<file path="config.mk">
export PLATFORM = sky130hd
export DESIGN_NAME = mem_block_arbiter
export DESIGN_NICKNAME = d
export VERILOG_FILES = /design/src/rtl/mem_block_arbiter.sv
export SDC_FILE = /design/constraint.sdc
export NUM_CORES = 1
export LEC_CHECK = 0
export CAP_MARGIN = 20
export CORE_AREA = 2 2 144 146
export CTS_CLUSTER_DIAMETER = 100
export CTS_CLUSTER_SIZE = 20
export DETAILED_ROUTE_END_ITERATION = 10
export DIE_AREA = 0 0 146 148
export HOLD_SLACK_MARGIN = 0.12
export PLACE_DENSITY = 0.66
export SKIP_CTS_REPAIR_TIMING = 1
export SYNTH_ARGS = -nofsm -noshare
export SYNTH_HDL_FRONTEND = slang
export SYNTH_SLANG_ARGS = --single-unit
</file>
<file path="constraint.sdc">
create_clock -name i_clk -period 3.9 [get_ports i_clk]
set_input_delay 1.17 -clock i_clk [delete_from_list [all_inputs] [get_ports i_clk]]
set_output_delay 1.17 -clock i_clk [all_outputs]
set_load 0.03 [all_outputs]
</file>
<file path="src/rtl/mem_block_arbiter.sv">
// Round-robin arbiter and burst sequencer sharing one word-wide memory port
// between an instruction-fill requester (port 0) and a data requester (port 1).
module mem_block_arbiter #(
  parameter int DATA_WIDTH  = 32,
  parameter int ADDR_WIDTH  = 64,
  parameter int BLOCK_WORDS = 16,
  localparam int IDXW       = $clog2(BLOCK_WORDS)
) (
  input  logic                  i_clk,
  input  logic                  i_arst,
  input  logic                  i_req0,
  input  logic                  i_req1,
  input  logic                  i_we0,
  input  logic                  i_we1,
  input  logic [ADDR_WIDTH-1:0] i_addr0,
  input  logic [ADDR_WIDTH-1:0] i_addr1,
  input  logic [DATA_WIDTH-1:0] i_wdata0,
  input  logic [DATA_WIDTH-1:0] i_wdata1,
  output logic                  o_gnt0,
  output logic                  o_gnt1,
  output logic                  o_rvalid0,
  output logic                  o_rvalid1,
  output logic                  o_done0,
  output logic                  o_done1,
  output logic [DATA_WIDTH-1:0] o_rdata,
  output logic [IDXW-1:0]       o_word_idx,
  output logic [ADDR_WIDTH-1:0] o_mem_addr,
  output logic [DATA_WIDTH-1:0] o_mem_wdata,
  output logic                  o_mem_we,
  input  logic [DATA_WIDTH-1:0] i_mem_rdata,
  input  logic                  i_mem_access
);

  localparam int OFFW = $clog2(BLOCK_WORDS * 4);
  localparam logic [IDXW-1:0] LAST_IDX = IDXW'(BLOCK_WORDS - 1);
  localparam logic [ADDR_WIDTH-1:0] BLK_MASK = {{(ADDR_WIDTH-OFFW){1'b0}}, {OFFW{1'b1}}};

  typedef enum logic [1:0] {
    ST_IDLE = 2'd0,
    ST_BUSY = 2'd1,
    ST_DONE = 2'd2
  } state_t;

  state_t                  state_r;
  state_t                  next_state_s;
  logic                    last_gnt_r;
  logic                    gnt_id_r;
  logic                    we_r;
  logic [ADDR_WIDTH-1:0]   base_r;
  logic [IDXW-1:0]         word_idx_r;
  logic                    rvalid_r;
  logic [DATA_WIDTH-1:0]   rdata_r;
  logic                    req_any_s;
  logic                    pick_s;
  logic                    last_access_s;

  // Arbitration: a tie goes to the port that was not served last.
  always_comb begin
    req_any_s     = i_req0 | i_req1;
    last_access_s = i_mem_access & (word_idx_r == LAST_IDX);
    if (i_req0 && i_req1) begin
      pick_s = ~last_gnt_r;
    end else if (i_req1) begin
      pick_s = 1'b1;
    end else begin
      pick_s = 1'b0;
    end
  end

  // State register.
  always_ff @(posedge i_clk or posedge i_arst) begin
    if (i_arst) begin
      state_r <= ST_IDLE;
    end else begin
      state_r <= next_state_s;
    end
  end

  // Next-state logic.
  always_comb begin
    next_state_s = state_r;
    case (state_r)
      ST_IDLE: begin
        if (req_any_s) begin
          next_state_s = ST_BUSY;
        end else begin
          next_state_s = ST_IDLE;
        end
      end
      ST_BUSY: begin
        if (last_access_s) begin
          next_state_s = ST_DONE;
        end else begin
          next_state_s = ST_BUSY;
        end
      end
      ST_DONE: next_state_s = ST_IDLE;
      default: next_state_s = ST_IDLE;
    endcase
  end

  // Burst context, word counter and registered read-return path.
  always_ff @(posedge i_clk or posedge i_arst) begin
    if (i_arst) begin
      last_gnt_r <= 1'b1;
      gnt_id_r   <= 1'b0;
      we_r       <= 1'b0;
      base_r     <= {ADDR_WIDTH{1'b0}};
      word_idx_r <= {IDXW{1'b0}};
      rvalid_r   <= 1'b0;
      rdata_r    <= {DATA_WIDTH{1'b0}};
    end else begin
      rvalid_r <= (state_r == ST_BUSY) & i_mem_access & ~we_r;
      if ((state_r == ST_BUSY) && i_mem_access && !we_r) begin
        rdata_r <= i_mem_rdata;
      end
      case (state_r)
        ST_IDLE: begin
          if (req_any_s) begin
            gnt_id_r   <= pick_s;
            we_r       <= pick_s ? i_we1 : i_we0;
            base_r     <= (pick_s ? i_addr1 : i_addr0) & ~BLK_MASK;
            word_idx_r <= {IDXW{1'b0}};
          end
        end
        ST_BUSY: begin
          // The counter wraps only on the final access, as the burst leaves BUSY.
          if (last_access_s) begin
            word_idx_r <= {IDXW{1'b0}};
          end else if (i_mem_access) begin
            word_idx_r <= word_idx_r + {{(IDXW-1){1'b0}}, 1'b1};
          end
        end
        ST_DONE: last_gnt_r <= gnt_id_r;
        default: last_gnt_r <= last_gnt_r;
      endcase
    end
  end

  // Output decode from the registered state and burst context.
  always_comb begin
    o_gnt0      = 1'b0;
    o_gnt1      = 1'b0;
    o_done0     = 1'b0;
    o_done1     = 1'b0;
    o_mem_addr  = {ADDR_WIDTH{1'b0}};
    o_mem_wdata = {DATA_WIDTH{1'b0}};
    o_mem_we    = 1'b0;
    case (state_r)
      ST_BUSY: begin
        o_gnt0      = ~gnt_id_r;
        o_gnt1      = gnt_id_r;
        o_mem_addr  = base_r + {{(ADDR_WIDTH-IDXW-2){1'b0}}, word_idx_r, 2'b00};
        o_mem_wdata = gnt_id_r ? i_wdata1 : i_wdata0;
        o_mem_we    = we_r;
      end
      ST_DONE: begin
        o_gnt0  = ~gnt_id_r;
        o_gnt1  = gnt_id_r;
        o_done0 = ~gnt_id_r;
        o_done1 = gnt_id_r;
      end
      default: begin
        o_gnt0 = 1'b0;
      end
    endcase
  end

  assign o_rvalid0  = rvalid_r & ~gnt_id_r;
  assign o_rvalid1  = rvalid_r & gnt_id_r;
  assign o_rdata    = rdata_r;
  assign o_word_idx = word_idx_r;

endmodule

</file>
==> flow_metrics.env <==
export IMPL_status="finished clean"
export IMPL_crit_required_ns=2.73
export IMPL_via_count=4873
export IMPL_main_area_contributors_after_synthesis="sky130_fd_sc_hd__dfrtp_1 45%, sky130_fd_sc_hd__mux2i_1 17%, sky130_fd_sc_hd__and2_1 7.5%"
export IMPL_tns_ns=0
export IMPL_grt_pass1_vias=4921
export IMPL_hold_slack_ns=0.477
export IMPL_critical_path_fanouts_max=1
export IMPL_detailroute_wirelength_met3_mm=1.33
export IMPL_area_of_placed_instances_sq_um=9230
export IMPL_clock_sink_count=100
export IMPL_detailed_place_hpwl_mm=14.2
export IMPL_grt_usage_pct=16.6
export IMPL_wirelength_mm=18.2
export IMPL_p_leak_nw=4.09
export IMPL_async_reset_ff_share_pct=100
export IMPL_synth_area_sq_um=5490
export IMPL_worst_skew_pair_late_latency_ns=0.36
export IMPL_synth_seq_cells=100
export IMPL_worst_hold_path_type="register to register"
export IMPL_initial_utilization_pct=27.4
export IMPL_synth_edff_count=0
export IMPL_crit_path_end_kind="output port"
export IMPL_ys_types=32
export IMPL_synth_top_cell_by_area="sky130_fd_sc_hd__dfrtp_1"
export IMPL_drive_gt1_share_pct=6.42
export IMPL_timing_final_setup_violations=0
export IMPL_seq_area_frac_synth_pct=45.6
export IMPL_clk_pin_slew_worst_paths_ns=0.07
export IMPL_die_width_um=146
export IMPL_die_height_um=148
export IMPL_setup_slack_ns=0.117
export IMPL_cts_root_buffer_cell="sky130_fd_sc_hd__clkbuf_16"
export IMPL_detail_route_wirelength_met1_mm=6.93
export IMPL_gp_routability_congestion=0.746
export IMPL_post_place_ws_ns=0.118
export IMPL_areaGrowthSynthToFinish_pct=73.8
export IMPL_port_buffers=355
export IMPL_syn_avg_cell_area_sq_um=10.6
export IMPL_yosys_warnings=0
export IMPL_timing_slew_headroom_pct=59.8
export IMPL_power_density_nw_per_um2=773
export IMPL_rsz_0062_raised_after_global_routing="false"
export IMPL_synth_top_flop_cell="sky130_fd_sc_hd__dfrtp_1"
export IMPL_worstPathArrival_ns=2.61
export IMPL_drc=0
export IMPL_grt_max_degree=63
export IMPL_detailed_routed_wire_length_on_met2_mm=9.61
export IMPL_drt_iter0_markers=104
export IMPL_worstSetupStartpointType="primary input"
export IMPL_detail_route_antenna_nets=0
export IMPL_antenna_violations_before_repair=0
export IMPL_cts_buffers_inserted=9
export IMPL_clock_tree_from_tritoncts="yes"
export IMPL_timing_reg2reg_setup_slack_ns=1.79
export IMPL_final_cell_area_sq_um=9550
export IMPL_drt_pass_1_iters=4
export IMPL_cts_root_to_sink_buffers=2
export IMPL_irDropWorstVdd_mv=0.355
export IMPL_synthTopCellsByCount="99 x sky130_fd_sc_hd__dfrtp_1, 92 x sky130_fd_sc_hd__mux2i_1, 66 x sky130_fd_sc_hd__and2_1"
export IMPL_post_synth_top_area_fraction_pct=45.1
export IMPL_postSynthCellCount=518
export IMPL_boundaryPins=370
export IMPL_antenna_cells=0
export IMPL_grt_ovfl_total=0
export IMPL_coreArea_sq_um=20000
export IMPL_grt_first_pass_wirelength_mm=27.8
export IMPL_utilization_pct=47.6
export IMPL_tightestPinTransition_ns=0.602
export IMPL_vias_per_cell=4.32
export IMPL_final_hold_violation_count=0
export IMPL_die_area_sq_um=21600
export IMPL_slew_viol_final=0
export IMPL_placement_rows=52
export IMPL_critPathKind="primary input to output port"
export IMPL_yosysMostFrequentCell="sky130_fd_sc_hd__dfrtp_1"
export IMPL_topRoutingLayerUsed="met4"
export IMPL_final_min_period_over_clock_period_pct=97.0
export IMPL_clock_tree_htree_level_count=3
export IMPL_layout_nets=1087
export IMPL_maxClockFrequency_mhz=264
export IMPL_maxCapViolCount=0
export IMPL_wl_per_cell_um=16.1
export IMPL_finalWorstPathRequiredPeriod_ns=3.78
export IMPL_largest_clock_skew_in_the_final_design_ns=0.0141
==> power by group <==
part           internal, mW  switching [mW]  leakage, nW  total (mW)
Combinational          2.05            2.52         2.72        4.58
Sequential             1.55           0.283         1.21        1.84
Clock                 0.515           0.449        0.155       0.964
Total                  4.12            3.26         4.09        7.38
==> state kept, by name, summed over array words and instances (netlist names) <==
signal,count
base_r,58
gnt_id_r,1
last_gnt_r,1
o_rdata,32
o_word_idx,4
rvalid_r,1
state_r,2
we_r,1
==> critical path, stage by stage <==
cell and delay [ns]:
sky130_fd_sc_hd__clkdlybuf4s50_1 0.46, sky130_fd_sc_hd__mux2i_1 0.11, sky130_fd_sc_hd__nor2b_1 0.17, sky130_fd_sc_hd__clkdlybuf4s50_1 0.70
==> routing by layer <==
metal  vias up  global-route usage [%]
met2       200                    30.4
met3        21                    5.25
li1       2413                       -
met4         0                    5.19
met5         -                       0
met1      2239                    18.3
==> final timing paths <==
kind                               from  cells after the start              end
setup / recovery           i_wdata1[30]                      4  o_mem_wdata[30]
hold / removal                base_r[6]                      2        base_r[6]
setup reg to reg             state_r[1]                      5      o_rdata[15]
hold reg to reg               base_r[6]                      2        base_r[6]
max in group asynchronous        i_arst                      3       last_gnt_r
min in group asynchronous        i_arst                      2      o_rdata[12]
==> cell type report <==
type / instances / area [sq um]
Fill cell: 1947 / 10500
Timing Repair Buffer: 363 / 3680
Multi-Input combinational cell: 373 / 2690
Sequential cell: 100 / 2500
Tap cell: 270 / 338
Clock buffer: 9 / 225
Clock inverter: 7 / 92.6
Inverter: 5 / 21.3
==> metrics by stage <==
| stage | std cells | total power [mW] |
|---|---|---|
| 2_1_floorplan | 519 | 4.49 |
| 3_3_place_gp | 1111 | 6.45 |
| 3_5_place_dp | 1111 | 6.50 |
| 4_1_cts | 1127 | 7.49 |
| 5_1_grt | 1127 | 7.80 |
| 6_report | 1127 | 7.38 |
==> cells in the final DEF, fill, tap and decap left out, types with 2 or more instances in the layout <==
cell type and n:
sky130_fd_sc_hd__conb_1 2, sky130_fd_sc_hd__buf_12 6, sky130_fd_sc_hd__mux2_2 19, sky130_fd_sc_hd__clkdlybuf4s50_1 351, sky130_fd_sc_hd__ha_1 3, sky130_fd_sc_hd__clkinv_4 2
sky130_fd_sc_hd__buf_4 6, sky130_fd_sc_hd__inv_6 2, sky130_fd_sc_hd__nor2b_1 36, sky130_fd_sc_hd__o21ai_1 59, sky130_fd_sc_hd__inv_1 4, sky130_fd_sc_hd__o31ai_1 2
sky130_fd_sc_hd__o21ai_0 3, sky130_fd_sc_hd__and2_1 66, sky130_fd_sc_hd__dfrtp_1 98, sky130_fd_sc_hd__mux2_1 14, sky130_fd_sc_hd__nand2_1 63, sky130_fd_sc_hd__clkbuf_16 9
sky130_fd_sc_hd__mux2i_1 92
==> cells by family after synthesis <==
kind of cell | synth area share, %
adder cells (fa/ha/maj) | 0.911
flip-flops | 45.6
AO/OA/AOI/OAI | 6.81
buffers and inverters | 5.97
multiplexers | 23.5
AND/OR/NAND/NOR | 17.1
other | 0.0683
Note: power is estimated with default switching activity, not from simulation.
